[src/rtl/gate_bist_ctrl.sv]
// Self-test sequencer for a single two-input universal logic gate.
// Walks vectors 00..11, waits a settle interval, checks the output and reports pass or the first failing vector.
module gate_bist_ctrl #(
  parameter int SETTLE_CYCLES = 2
) (
  input  logic       clk,
  input  logic       rst,
  input  logic       start,
  input  logic [2:0] op,
  output logic       dut_a,
  output logic       dut_b,
  input  logic       dut_y,
  output logic       busy,
  output logic       done,
  output logic       pass,
  output logic [1:0] fail_vec,
  output logic       err_op
);

  typedef enum logic [2:0] {
    S_IDLE,
    S_APPLY,
    S_SETTLE,
    S_CHECK,
    S_DONE
  } state_t;

  // Unused when SETTLE_CYCLES is 0, since SETTLE is then never entered.
  localparam logic [3:0] SETTLE_LAST = 4'(SETTLE_CYCLES - 1);

  state_t     state_q, state_d;
  logic [1:0] vec_q, vec_d;
  logic [3:0] cnt_q, cnt_d;
  logic [2:0] op_q, op_d;
  logic [1:0] ab_q, ab_d;
  logic       pass_q, pass_d;
  logic [1:0] fail_vec_q, fail_vec_d;
  logic       err_op_q, err_op_d;

  function automatic logic expected_y(input logic [2:0] gate_op, input logic [1:0] v);
    logic a;
    logic b;
    a = v[1];
    b = v[0];
    case (gate_op)
      3'd0:    expected_y = ~(a & b);
      3'd1:    expected_y = ~(a | b);
      3'd2:    expected_y = a & b;
      3'd3:    expected_y = a | b;
      3'd4:    expected_y = a ^ b;
      3'd5:    expected_y = ~(a ^ b);
      default: expected_y = 1'b0;
    endcase
  endfunction

  always_comb begin
    state_d    = state_q;
    vec_d      = vec_q;
    cnt_d      = cnt_q;
    op_d       = op_q;
    ab_d       = ab_q;
    pass_d     = pass_q;
    fail_vec_d = fail_vec_q;
    err_op_d   = err_op_q;
    case (state_q)
      S_IDLE: begin
        if (start) begin
          pass_d     = 1'b0;
          fail_vec_d = 2'd0;
          if (op <= 3'd5) begin
            op_d     = op;
            vec_d    = 2'd0;
            ab_d     = 2'd0;
            err_op_d = 1'b0;
            state_d  = S_APPLY;
          end else begin
            err_op_d = 1'b1;
            state_d  = S_DONE;
          end
        end
      end
      S_APPLY: begin
        cnt_d = 4'd0;
        if (SETTLE_CYCLES > 0) state_d = S_SETTLE;
        else                   state_d = S_CHECK;
      end
      S_SETTLE: begin
        if (cnt_q == SETTLE_LAST) state_d = S_CHECK;
        else                      cnt_d   = cnt_q + 4'd1;
      end
      S_CHECK: begin
        if (dut_y != expected_y(op_q, vec_q)) begin
          fail_vec_d = vec_q;
          pass_d     = 1'b0;
          state_d    = S_DONE;
        end else if (vec_q == 2'd3) begin
          pass_d  = 1'b1;
          state_d = S_DONE;
        end else begin
          // The next vector is loaded on entry to APPLY so it is visible for the whole cycle.
          vec_d   = vec_q + 2'd1;
          ab_d    = vec_q + 2'd1;
          state_d = S_APPLY;
        end
      end
      S_DONE:  state_d = S_IDLE;
      default: state_d = S_IDLE;
    endcase
  end

  always_ff @(posedge clk) begin
    if (rst) begin
      state_q    <= S_IDLE;
      vec_q      <= 2'd0;
      cnt_q      <= 4'd0;
      op_q       <= 3'd0;
      ab_q       <= 2'd0;
      pass_q     <= 1'b0;
      fail_vec_q <= 2'd0;
      err_op_q   <= 1'b0;
    end else begin
      state_q    <= state_d;
      vec_q      <= vec_d;
      cnt_q      <= cnt_d;
      op_q       <= op_d;
      ab_q       <= ab_d;
      pass_q     <= pass_d;
      fail_vec_q <= fail_vec_d;
      err_op_q   <= err_op_d;
    end
  end

  assign dut_a    = ab_q[1];
  assign dut_b    = ab_q[0];
  assign busy     = (state_q != S_IDLE);
  assign done     = (state_q == S_DONE);
  assign pass     = pass_q;
  assign fail_vec = fail_vec_q;
  assign err_op   = err_op_q;

endmodule
[config.mk]
export PLATFORM = sky130hd
export DESIGN_NAME = gate_bist_ctrl
export DESIGN_NICKNAME = d
export VERILOG_FILES = /design/src/rtl/gate_bist_ctrl.sv
export SDC_FILE = /design/constraint.sdc
export NUM_CORES = 1
export LEC_CHECK = 0
export ABC_CLOCK_PERIOD_IN_PS = 3900
export CELL_PAD_IN_SITES_DETAIL_PLACEMENT = 1
export CELL_PAD_IN_SITES_GLOBAL_PLACEMENT = 1
export CORE_UTILIZATION = 35
export DETAILED_ROUTE_END_ITERATION = 8
export DONT_BUFFER_PORTS = 1
export GPL_TIMING_DRIVEN = 0
export PLACE_DENSITY = 0.63
export SYNTH_ARGS = -nofsm -noshare
export SYNTH_HDL_FRONTEND = slang
export SYNTH_SLANG_ARGS = --single-unit
[constraint.sdc]
create_clock -name clk -period 3.9 [get_ports clk]
set_input_delay 0.585 -clock clk [delete_from_list [all_inputs] [get_ports clk]]
set_output_delay 0.585 -clock clk [all_outputs]
set_load 0.01 [all_outputs]
# Yosys cells after proc, flatten, opt, wreduce, memory -nomap -nowiden
# Index checks and enable logic that the tools add are counted.
# totals
register_bits	16
inputBits	7
output_inout_bits	8
word_cells	71
# classes
add_sub_neg	2
magnitude_cmp	1
eq_ne	20
mux	23
bitwise_logic	6
n_reduce_logical	12
# op_table
cell	count
$mux W3	5
$ne A2 B2 Y1 const B	7
$eq A3 B2 Y1 const B	4
$mux W2	6
$pmux W3 S4	1
$eq A3 B3 Y1 const B	3
$reduce_and A3 Y1	3
$pmux W2 S2	2
$pmux W4 S2	1
$eq A3 B1 Y1 const B	2
$logic_not A3 Y1	2
$pmux W1 S6	1
$reduce_and A2 Y1	3
$mux W1	5
$reduce_and A5 Y1	1
$add A4 B1 Y4 const B	1
$eq A4 B1 Y1 const B	1
$mux W4	1
$reduce_bool A2 Y1	2
$le A3 B3 Y1 const B	1
$ne A3 B3 Y1 const B	1
$not A1 Y1	3
$reduce_bool A3 Y1	1
$add A2 B1 Y2 const B	1
other kinds (6)	6

# Logic depth before layout (Yosys ltp)
# Gate-level depths: netlist of the first run.
# depth
depth_word	7
mapped_depth	8

# Least setup slack after synthesis of the first run
# Ideal clock, no wire load.
# synth_timing
kind	register to register
startpoint	register, netlist name ab_q[1]
endpoint	register fail_vec_q[0] (netlist: fail_vec[0])
t_arrival_ns	2.081
required_ns	3.826
setup_slack_ns	1.745
path_stages_with_launch	9
period_less_slack_ns	2.155
cell_sequence	dfxtp_1 inv_1 ha_1 xnor2_1 mux2i_1 or4b_1 buf_2 or3_1 a31oi_1
# synth_lines
item	line_no	rtl
to (signal assigned)	128	fail_vec_q <= fail_vec_d;
to (decl)	37	logic [1:0] fail_vec_q, fail_vec_d;

==> results of run 1 <==
-- synth_stat cells --
library cell and count:
sky130_fd_sc_hd__a211oi_1 3, sky130_fd_sc_hd__a21oi_1 7, sky130_fd_sc_hd__a221oi_1 1, sky130_fd_sc_hd__a31oi_1 2, sky130_fd_sc_hd__and2_1 1, sky130_fd_sc_hd__and3b_1 1
sky130_fd_sc_hd__buf_2 1, sky130_fd_sc_hd__clkbuf_1 3, sky130_fd_sc_hd__dfxtp_1 16, sky130_fd_sc_hd__ha_1 4, sky130_fd_sc_hd__inv_1 3, sky130_fd_sc_hd__mux2_2 2
sky130_fd_sc_hd__mux2i_1 2, sky130_fd_sc_hd__nand2_1 11, sky130_fd_sc_hd__nand2b_1 3, sky130_fd_sc_hd__nand3_1 3, sky130_fd_sc_hd__nand3b_1 3, sky130_fd_sc_hd__nor2_1 18
sky130_fd_sc_hd__nor2b_1 4, sky130_fd_sc_hd__nor3_1 5, sky130_fd_sc_hd__nor3b_1 4, sky130_fd_sc_hd__o211ai_1 1, sky130_fd_sc_hd__o21a_1 1, sky130_fd_sc_hd__o21ai_0 3
sky130_fd_sc_hd__o21bai_1 1, sky130_fd_sc_hd__o22ai_1 1, sky130_fd_sc_hd__or3_1 5, sky130_fd_sc_hd__or4b_1 1, sky130_fd_sc_hd__xnor2_1 3
-- registers in the layout, summed over array words and instances (netlist names) --
register / cells
err_op: 1
op_q: 3
ab_q: 2
pass: 1
cnt_q: 4
state_q: 3
fail_vec: 2
-- logic make-up (layout without fill, tap and decap cells) --
kind of cell	Yosys count	in the layout	share of synthesized area, %
buffers and inverters	7	11	3.09
xor gates and xnor gates	3	3	2.95
adders and majority gates	4	4	5.62
DFF	16	16	36.0
AOI/OAI and AO/OA	20	20	13.8
muxes	4	4	4.78
and+or+nand+nor	59	59	33.8
-- critical path, stage by stage, from the launching register on --
cell and delay, ns:
sky130_fd_sc_hd__dfxtp_1 0.44, sky130_fd_sc_hd__inv_1 0.11, sky130_fd_sc_hd__ha_1 0.31, sky130_fd_sc_hd__xnor2_1 0.19, sky130_fd_sc_hd__mux2i_1 0.09, sky130_fd_sc_hd__or4b_1 0.46, sky130_fd_sc_hd__buf_2 0.18, sky130_fd_sc_hd__or3_1 0.35
sky130_fd_sc_hd__a31oi_1 0.16
-- worst max-delay path by stage --
stage,startpoint,end,depth (start not counted),slack (ns)
CTS,ab_q[0],fail_vec[0],8,1.53
finish,ab_q[0],fail_vec[0],8,1.55
detailed placement,ab_q[1],ab_q[0],8,1.55
floorplan,ab_q[1],fail_vec[0],8,1.74
global route,ab_q[0],fail_vec[0],8,1.40
global placement,ab_q[0],ab_q[1],8,1.58
-- per-stage QoR --
step	instance area, µm²	total power [mW]	instances	setup slack (ns)
2_1_floorplan	891	0.232	113	1.74
3_3_place_gp	926	0.245	141	1.58
3_5_place_dp	926	0.247	141	1.55
4_1_cts	962	0.360	145	1.53
5_1_grt	962	0.379	145	1.40
6_report	962	0.354	145	1.55
-- power by group through the flow --
stage	Clock [mW]	Combinational, mW	Sequential, mW
CTS	0.115	0.0655	0.179
global route	0.125	0.0740	0.180
global placement	0	0.0632	0.182
finish	0.111	0.0651	0.179
floorplan	0	0.0520	0.180
detailed placement	0	0.0649	0.182
-- layout make-up --
type                    count  area, µm²
fillers                   294       1340
plain buffers               4       16.3
clock buffers               4       36.3
inverters                   3       11.3
well taps                  28       35.0
multi-input cells          90        543
flip-flops and latches     16        320
-- metal layers --
metal / part of all wire (%) / global-route usage, %
met5: 0 / 0
met2: 43 / 28.7
met4: 0.69 / 2.63
met1: 50 / 20.8
met3: 6.2 / 7.54
==> parameters.txt, run 1 <==
Parameter                              Value

Timing
  Final hold violation count ... 0
  Time the worst path needs with I/O delays and setup ... 2.35 ns
  Worst max-slew margin expressed relative to the limit ... 65.6%
  Setup-violating endpoint count in the final report ... 0
  Post-Route Skew ... 0.00761 ns
  Achievable frequency ... 425 MHz
  Final period util ... 60.3%
  Worst hold-check slack ... 0.451 ns
  Setup repair after global routing missed its margin ... no
  Final total negative setup slack ... 0 ns
  Worst Max-Slew Pin Slew ... 0.516 ns
  Final number of max-transition violations ... 0

Placement
  GPL Wtd Cong ... 0.757
  HPWL after DPL ... 1550 µm
  Number of buffers added on ports ... 0

Pwr
  Static Leakage ... 0.348 nW
  Switching Share ... 29.0%
  Internal power component ... 0.252 mW
  Power per cell area ... 368 mW/mm²
  Part of the power in the clock network ... 31.2%
  Logic gate share of total power ... 18.4%
  Register share of total power ... 50.4%
  VDD IR max ... 274 µV
  Switching power ... 0.103 mW

Logic synthesis
  Register area share after synthesis ... 36.0%
  Synthesis-stage register bit count ... 16
  Main area contributors after synthesis ... sky130_fd_sc_hd__dfxtp_1 (36%), sky130_fd_sc_hd__nor2_1 (7.6%), sky130_fd_sc_hd__ha_1 (5.6%)
  Post-Syn Instances ... 113
  Unique masters post-synth ... 29
  Synthesized area divided by synthesized cell count ... 7.88 µm²
  Synth Cell Area ... 891 µm²
  Synthesis Warnings ... 0
  Syn_nets ... 124
  Proportion of netlist area held by the largest area contributor ... 36.0%
  Largest area contributor in the netlist ... sky130_fd_sc_hd__dfxtp_1

CTS
  TritonCTS clock tree ... done
  Post-cts gate resize count ... 0
  CTS Sinks ... 16
  Total CTS buffers ... 3
  Worst-Skew Late Latency ... 0.29 ns
  Hold-fix buffers at CTS ... 0
  CTS root buf ... sky130_fd_sc_hd__clkbuf_4
  Clk pin slew, worst setup/hold paths ... 0.10 ns
  H-tree depth ... 1
  Post-CTS Setup Bufs ... 0
  Maximum clock path buffer count ... 2

Final layout
  Most common cell after layout, fill and taps aside ... sky130_fd_sc_hd__nor2_1
  Commonest cells after routing, fill and taps aside ... sky130_fd_sc_hd__nor2_1 (18), sky130_fd_sc_hd__dfxtp_1 (16), sky130_fd_sc_hd__nand2_1 (11)
  Number of nets in the layout ... 129
  Util after Layout ... 41.9%
  Total inserted antenna cells ... 0
  Relative area change from synthesis to final layout ... 8.01%
  Fraction of layout cells with a size suffix above 1 ... 5.98%

Routing
  Number of remaining DRC errors ... 0
  Total number of vias ... 782
  Total wirelength of the detailed-routed design ... 2020 µm
  Initial DRC count ... 13
  Ratio of routed vias to standard cells ... 5.39
  Number of optimization iterations in the first detailed-route pass ... 4
  Antenna viol nets, final ... 0
  Post-detailed-route wirelength per cell ... 14.0 µm

Hold path
  Hold path endpoint ... op_q[0]
  Number of stages on the worst hold path ... 2
  Hold Startpoint ... op[0]
  Hold crit path type ... in -> reg

Die
  Height of the chip ... 52.5 µm
  Area of the core ... 0.00230 mm²
  Area enclosed by the die boundary ... 0.00275 mm²
  Count of boundary I/O pins ... 15
  Initial core utilization ... 38.8%
  Total number of placement rows ... 17
  Die Wd ... 52.5 µm

Global route
  Via count of the first global-routing pass ... 815
  Global route overflow ... 0
  First-pass GRT wire length ... 3490 µm
  Initial antenna violation count ... 0
  Overall Global Routing Usage ... 17.3%
  Pin count of the biggest net entering global routing ... 11

Worst setup path
  Startpoint Class ... register
  Arrival @ worst endpoint ... 2.57 ns
  Slack of the worst reg-to-reg path ... 1.55 ns
  Worst reg2reg path depth ... 8
  Max FO, Critical Path ... 7
  Critical path required time ... 4.12 ns
  Worst R2R End ... fail_vec[0]
  Critical setup path kind ... reg -> reg
  Crit Reg-Reg Startpoint ... ab_q[0]
  Category of the worst setup path capture point ... register

Status
  Outcome ... complete, no violations

Job
  Count of max-cap constraint violations ... 0
No activity file was read; power rests on OpenSTA's default activity.
==> run 2, diff against run 1 <==
--- a/config.mk
+++ b/config.mk
@@ -5,7 +5,7 @@
 export SDC_FILE = /design/constraint.sdc
 export NUM_CORES = 1
 export LEC_CHECK = 0
-export ABC_CLOCK_PERIOD_IN_PS = 3900
+export ABC_CLOCK_PERIOD_IN_PS = 2260
 export CELL_PAD_IN_SITES_DETAIL_PLACEMENT = 1
 export CELL_PAD_IN_SITES_GLOBAL_PLACEMENT = 1
 export CORE_UTILIZATION = 35
==> constraint.sdc (replaced) <==
create_clock -name clk -period 2.26 [get_ports clk]
set_input_delay 0.339 -clock clk [delete_from_list [all_inputs] [get_ports clk]]
set_output_delay 0.339 -clock clk [all_outputs]
set_load 0.01 [all_outputs]
==> run 2 against run 1 <==
  * Combinational power up 89%
  * Total power increased by 75%
  * Largest power group unchanged
  * Setup slack got worse by 1.5 ns
  * Critical endpoint is now fail_vec[1]
  * Design area rose by 3.9%
  * Sequential cell count unchanged
  * Die area is the same
==> parameters.txt, run 2 (same netlist as run 1, synthesis figures left out) <==
Parameter                              Value

Timing
  Time the worst path needs with I/O delays and setup ... 2.18 ns
  Achievable frequency ... 459 MHz
  Final number of max-transition violations ... 0
  Setup-violating endpoint count in the final report ... 0
  Worst max-slew margin expressed relative to the limit ... 65.6%
  Final total negative setup slack ... 0 ns
  Worst hold-check slack ... 0.204 ns
  Worst Max-Slew Pin Slew ... 0.516 ns
  Final period util ... 96.3%
  Final hold violation count ... 0
  Post-Route Skew ... 0.00679 ns

Routing
  Total wirelength of the detailed-routed design ... 2090 µm
  Total number of vias ... 793
  Post-detailed-route wirelength per cell ... 14.4 µm
  Number of optimization iterations in the first detailed-route pass ... 4
  Initial DRC count ... 9
  Ratio of routed vias to standard cells ... 5.47
  Number of remaining DRC errors ... 0
  Antenna viol nets, final ... 0

Placement
  GPL Wtd Cong ... 0.757
  HPWL after DPL ... 1550 µm
  Number of buffers added on ports ... 0
  Number of placed instances with taps included ... 141

Final layout
  Most common cell after layout, fill and taps aside ... sky130_fd_sc_hd__nor2_1
  Flip-flop count of the largest register after layout ... 4
  Fillers ... 290
  Fraction of layout cells with a size suffix above 1 ... 12.0%
  Number of nets in the layout ... 129
  Commonest cells after routing, fill and taps aside ... sky130_fd_sc_hd__nor2_1 (18), sky130_fd_sc_hd__dfxtp_1 (14), sky130_fd_sc_hd__nand2_1 (11)
  Number of non-filler instances in the completed layout ... 145
  Top register by number of flip-flops ... cnt_q
  Registers with the most flip-flops ... cnt_q (4), op_q (3), state_q (3)
  Relative area change from synthesis to final layout ... 12.2%
  Total inserted antenna cells ... 0

Worst setup path
  Worst reg2reg path depth ... 8
  Critical path required time ... 2.48 ns
  Slack of the worst reg-to-reg path ... 0.08 ns
  Arrival @ worst endpoint ... 2.40 ns
  Worst R2R End ... fail_vec[1]
  Crit Reg-Reg Startpoint ... ab_q[1]
  Max FO, Critical Path ... 7
  Category of the worst setup path capture point ... register
  Timing startpoint of the critical path ... ab_q[1]
  Startpoint Class ... register
  Critical setup path kind ... reg -> reg

Die
  Count of boundary I/O pins ... 15
  Die Wd ... 52.5 µm
  Area of the core ... 0.00230 mm²
  Height of the chip ... 52.5 µm
  Total number of placement rows ... 17
  Initial core utilization ... 38.8%
  Area enclosed by the die boundary ... 0.00275 mm²

Pwr
  Switching power ... 0.179 mW
  Power per cell area ... 620 mW/mm²
  VDD IR max ... 473 µV
  Switching Share ... 28.8%
  Internal power component ... 0.441 mW
  Static Leakage ... 0.356 nW
  Part of the power in the clock network ... 30.7%
  Register share of total power ... 49.5%
  Logic gate share of total power ... 19.8%

CTS
  Worst-Skew Late Latency ... 0.29 ns
  Maximum clock path buffer count ... 2
  CTS root buf ... sky130_fd_sc_hd__clkbuf_4
  H-tree depth ... 1
  TritonCTS clock tree ... done
  Clk pin slew, worst setup/hold paths ... 0.10 ns
  CTS Sinks ... 16
  Total CTS buffers ... 3

Global route
  Overall Global Routing Usage ... 17.6%
  Pin count of the biggest net entering global routing ... 11
  First-pass GRT wire length ... 3550 µm
  Via count of the first global-routing pass ... 827
  Global route overflow ... 0
  Initial antenna violation count ... 0

Hold path
  Hold crit path type ... in -> reg
  Number of stages on the worst hold path ... 2
  Hold path endpoint ... op_q[0]
  Hold Startpoint ... op[0]

Status
  Outcome ... complete, no violations

Job
  Count of max-cap constraint violations ... 0
==> run 2: worst max-delay path, stage by stage (launching register included) <==
cell and delay [ns]:
sky130_fd_sc_hd__dfxtp_4 0.39, sky130_fd_sc_hd__inv_2 0.06, sky130_fd_sc_hd__ha_4 0.25, sky130_fd_sc_hd__xnor2_2 0.13, sky130_fd_sc_hd__mux2i_1 0.13, sky130_fd_sc_hd__or4b_4 0.52, sky130_fd_sc_hd__buf_6 0.15, sky130_fd_sc_hd__or3_1 0.34
sky130_fd_sc_hd__a31oi_1 0.15
==> run 2: stage by stage <==
step                      area, µm²  util, %  power [mW]  setup WS [ns]
after floorplan                 891        -       0.401          0.105
after global placement          926     40.3       0.423        -0.0573
after detailed placement        926     40.3       0.427        -0.0915
after CTS                       990     43.1       0.620         0.0458
after global routing           1000     43.5       0.664       -0.00724
final                          1000     43.5       0.620         0.0835
==> run 2: worst max path at each step <==
stage	to	slack [ns]
floorplan	fail_vec[0]	0.10
global placement	ab_q[1]	-0.06
detailed placement	ab_q[0]	-0.09
CTS	fail_vec[0]	0.05
global route	fail_vec[1]	-0.007
finish	fail_vec[1]	0.08
==> run 2: what timing repair did <==
action / 4_1_cts / 5_1_grt
buffers inserted: 0 / 0
resized for setup: 6 / 5
setup endpoints to repair: 4 / 4
pin swaps: 0 / 2
hold buffers: 0 / 0
==> run 2: layout make-up <==
| type | instances | area, µm² | share of cell area, % |
|---|---|---|---|
| Multi-Input combinational cell | 90 | 567 | 56.7 |
| Clock buffer | 4 | 36.3 | 3.63 |
| Buffer | 4 | 22.5 | 2.25 |
| Sequential cell | 16 | 328 | 32.8 |
| Tap cell | 28 | 35.0 | 3.50 |
| Inverter | 3 | 11.3 | 1.13 |
==> run 2: power by group through the flow <==
stage	sequential [mW]	combinational (mW)	clock (mW)
floorplan	0.311	0.0898	0
global placement	0.314	0.109	0
detailed placement	0.315	0.112	0
CTS	0.307	0.115	0.199
global route	0.309	0.139	0.216
finish	0.307	0.123	0.190
==> run 2: metal layers <==
| layer | vias to the layer above | track usage [%] | wire [µm] |
|---|---|---|---|
| met5 | - | 0 | 0 |
| met4 | 0 | 2.63 | 14 |
| met3 | 2 | 7.54 | 135 |
| met2 | 21 | 29.5 | 939 |
| met1 | 368 | 21.0 | 1000 |
| li1 | 402 | - | - |
==> run 3, diff against run 2 <==
--- a/config.mk
+++ b/config.mk
@@ -11,8 +11,9 @@
 export CORE_UTILIZATION = 35
 export DETAILED_ROUTE_END_ITERATION = 8
 export DONT_BUFFER_PORTS = 1
-export GPL_TIMING_DRIVEN = 0
+export GPL_TIMING_DRIVEN = 1
 export PLACE_DENSITY = 0.63
+export RECOVER_POWER = 100
 export SYNTH_ARGS = -nofsm -noshare
 export SYNTH_HDL_FRONTEND = slang
 export SYNTH_SLANG_ARGS = --single-unit
==> run 3 against run 2 <==
  * Sequential power increased by 1%
  * First-iteration DRC count decreased by 33%
  * Combinational power decreased by 12%
  * Die area unchanged
  * Global-route usage increased by 1.2 points
  * Cell count increased by 0.69%
  * Critical path type unchanged
  * Largest cell class unchanged
  * Highest routed layer unchanged
==> parameters.txt, run 3 (same netlist as run 1, synthesis figures left out) <==
Parameter                              Value

Global route
  Overall Global Routing Usage ... 18.8%
  Initial antenna violation count ... 0
  Met2 Resource Use GR ... 28.1%
  Met3 GRT Util ... 7.83%
  First-pass GRT wire length ... 3690 µm
  Global Route met1 Usage ... 23.4%
  Global route overflow ... 0
  Via count of the first global-routing pass ... 823
  Peak-usage layer in the global routing report ... met2
  Pin count of the biggest net entering global routing ... 17

Routing
  Post-detailed-route wirelength per cell ... 14.0 µm
  Antenna viol nets, final ... 0
  Total wirelength of the detailed-routed design ... 2050 µm
  Ratio of routed vias to standard cells ... 5.43
  Total number of vias ... 793
  Number of remaining DRC errors ... 0
  Number of optimization iterations in the first detailed-route pass ... 4
  Initial DRC count ... 6

Die
  Height of the chip ... 52.5 µm
  Total number of placement rows ... 17
  Area enclosed by the die boundary ... 0.00275 mm²
  Die Wd ... 52.5 µm
  Initial core utilization ... 38.8%
  Count of boundary I/O pins ... 15
  Area of the core ... 0.00230 mm²

Timing
  Final hold violation count ... 0
  Worst max-slew margin expressed relative to the limit ... 73.2%
  Achievable frequency ... 475 MHz
  Setup-violating endpoint count in the final report ... 0
  Post-Route Skew ... 0.0112 ns
  Time the worst path needs with I/O delays and setup ... 2.10 ns
  Worst Max-Slew Pin Slew ... 0.401 ns
  Final number of max-transition violations ... 0
  Final total negative setup slack ... 0 ns
  Setup repair after global routing missed its margin ... no
  Final period util ... 93.1%

CTS
  H-tree depth ... 1
  CTS Sinks ... 16
  Worst-Skew Late Latency ... 0.30 ns
  Clk pin slew, worst setup/hold paths ... 0.11 ns
  Total CTS buffers ... 3
  Maximum clock path buffer count ... 2
  CTS root buf ... sky130_fd_sc_hd__clkbuf_4
  TritonCTS clock tree ... done

Final layout
  Util after Layout ... 42.6%
  Number of nets in the layout ... 130
  Top register by number of flip-flops ... cnt_q
  Relative area change from synthesis to final layout ... 9.97%
  Commonest cells after routing, fill and taps aside ... sky130_fd_sc_hd__nor2_1 (18), sky130_fd_sc_hd__dfxtp_1 (16), sky130_fd_sc_hd__nand2_1 (11)
  Fillers ... 297
  Registers with the most flip-flops ... cnt_q (4), op_q (3), state_q (3)
  Flip-flop count of the largest register after layout ... 4
  Most common cell after layout, fill and taps aside ... sky130_fd_sc_hd__nor2_1
  Register Area ... 320 µm²
  Area of combinational cells with multiple inputs ... 547 µm²
  Fraction of layout cells with a size suffix above 1 ... 8.47%
  Final std cell area, no fill ... 980 µm²
  Total inserted antenna cells ... 0

Worst setup path
  Category of the worst setup path capture point ... register
  Timing startpoint of the critical path ... ab_q[1]
  Arrival @ worst endpoint ... 2.34 ns
  Startpoint Class ... register
  Critical setup path kind ... reg -> reg
  Crit Reg-Reg Startpoint ... ab_q[1]
  Critical path required time ... 2.50 ns
  Max FO, Critical Path ... 5

Hold path
  Hold crit path type ... in -> reg
  Hold Startpoint ... rst

Pwr
  Static Leakage ... 0.360 nW
  Power consumption ... 0.616 mW
  Power per cell area ... 629 mW/mm²
  VDD IR max ... 331 µV

Placement
  HPWL after DPL ... 1530 µm
  Number of buffers added on ports ... 0
  Placement Cell Area ... 947 µm²
  GPL Wtd Cong ... 0.714

Status
  Outcome ... complete, no violations

Job
  Count of max-cap constraint violations ... 0
-- run 3: power breakdown --
| group | leakage (nW) | internal (mW) | switching, mW |
|---|---|---|---|
| Combinational | 0.209 | 0.0447 | 0.0629 |
| Sequential | 0.130 | 0.294 | 0.0171 |
| Clock | 0.0210 | 0.0983 | 0.0991 |
| Total | 0.360 | 0.437 | 0.179 |
-- run 3: critical path: stages (launching register included) --
cell                      delay, ns
sky130_fd_sc_hd__dfxtp_1       0.34
sky130_fd_sc_hd__inv_1         0.07
sky130_fd_sc_hd__ha_1          0.32
sky130_fd_sc_hd__xnor2_1       0.17
sky130_fd_sc_hd__mux2i_1       0.10
sky130_fd_sc_hd__or4b_4        0.52
sky130_fd_sc_hd__or3_1         0.36
sky130_fd_sc_hd__a31oi_1       0.16
-- run 3: stage by stage --
| step | hold WS, ns | setup WS [ns] | cells |
|---|---|---|---|
| after CTS | 0.0819 | 0.0926 | 146 |
| after floorplan | 0.479 | 0.105 | 113 |
| after global placement | 0.410 | 0.158 | 142 |
| after global routing | 0.0622 | 0.0103 | 146 |
| final | 0.0915 | 0.157 | 146 |
| after detailed placement | 0.412 | 0.109 | 142 |
-- run 3: area by class of cell --
type	instances	share of cell area [%]
Sequential cell	16	32.7
Multi-Input combinational cell	90	55.8
Timing Repair Buffer	5	3.07
Tap cell	28	3.58
Inverter	3	1.15
Clock buffer	4	3.70
-- run 3: worst paths after layout --
| kind | end | slack, ns | cells past startpoint |
|---|---|---|---|
| setup / recovery | fail_vec[0] | 0.16 | 7 |
| setup reg to reg | fail_vec[0] | 0.16 | 7 |
| hold reg to reg | cnt_q[1] | 0.51 | 2 |
| hold / removal | fail_vec[1] | 0.09 | 1 |
-- run 3: what timing repair did --
action,in CTS,in global routing
gates resized for setup,0,1
setup endpoints to repair,0,4
hold buffers,0,0
buffers inserted,0,0
-- run 3: metal layers --
metal,vias up,wire length [µm]
met3,4,125
met2,17,896
met5,-,0
li1,405,-
met4,0,36
met1,367,989
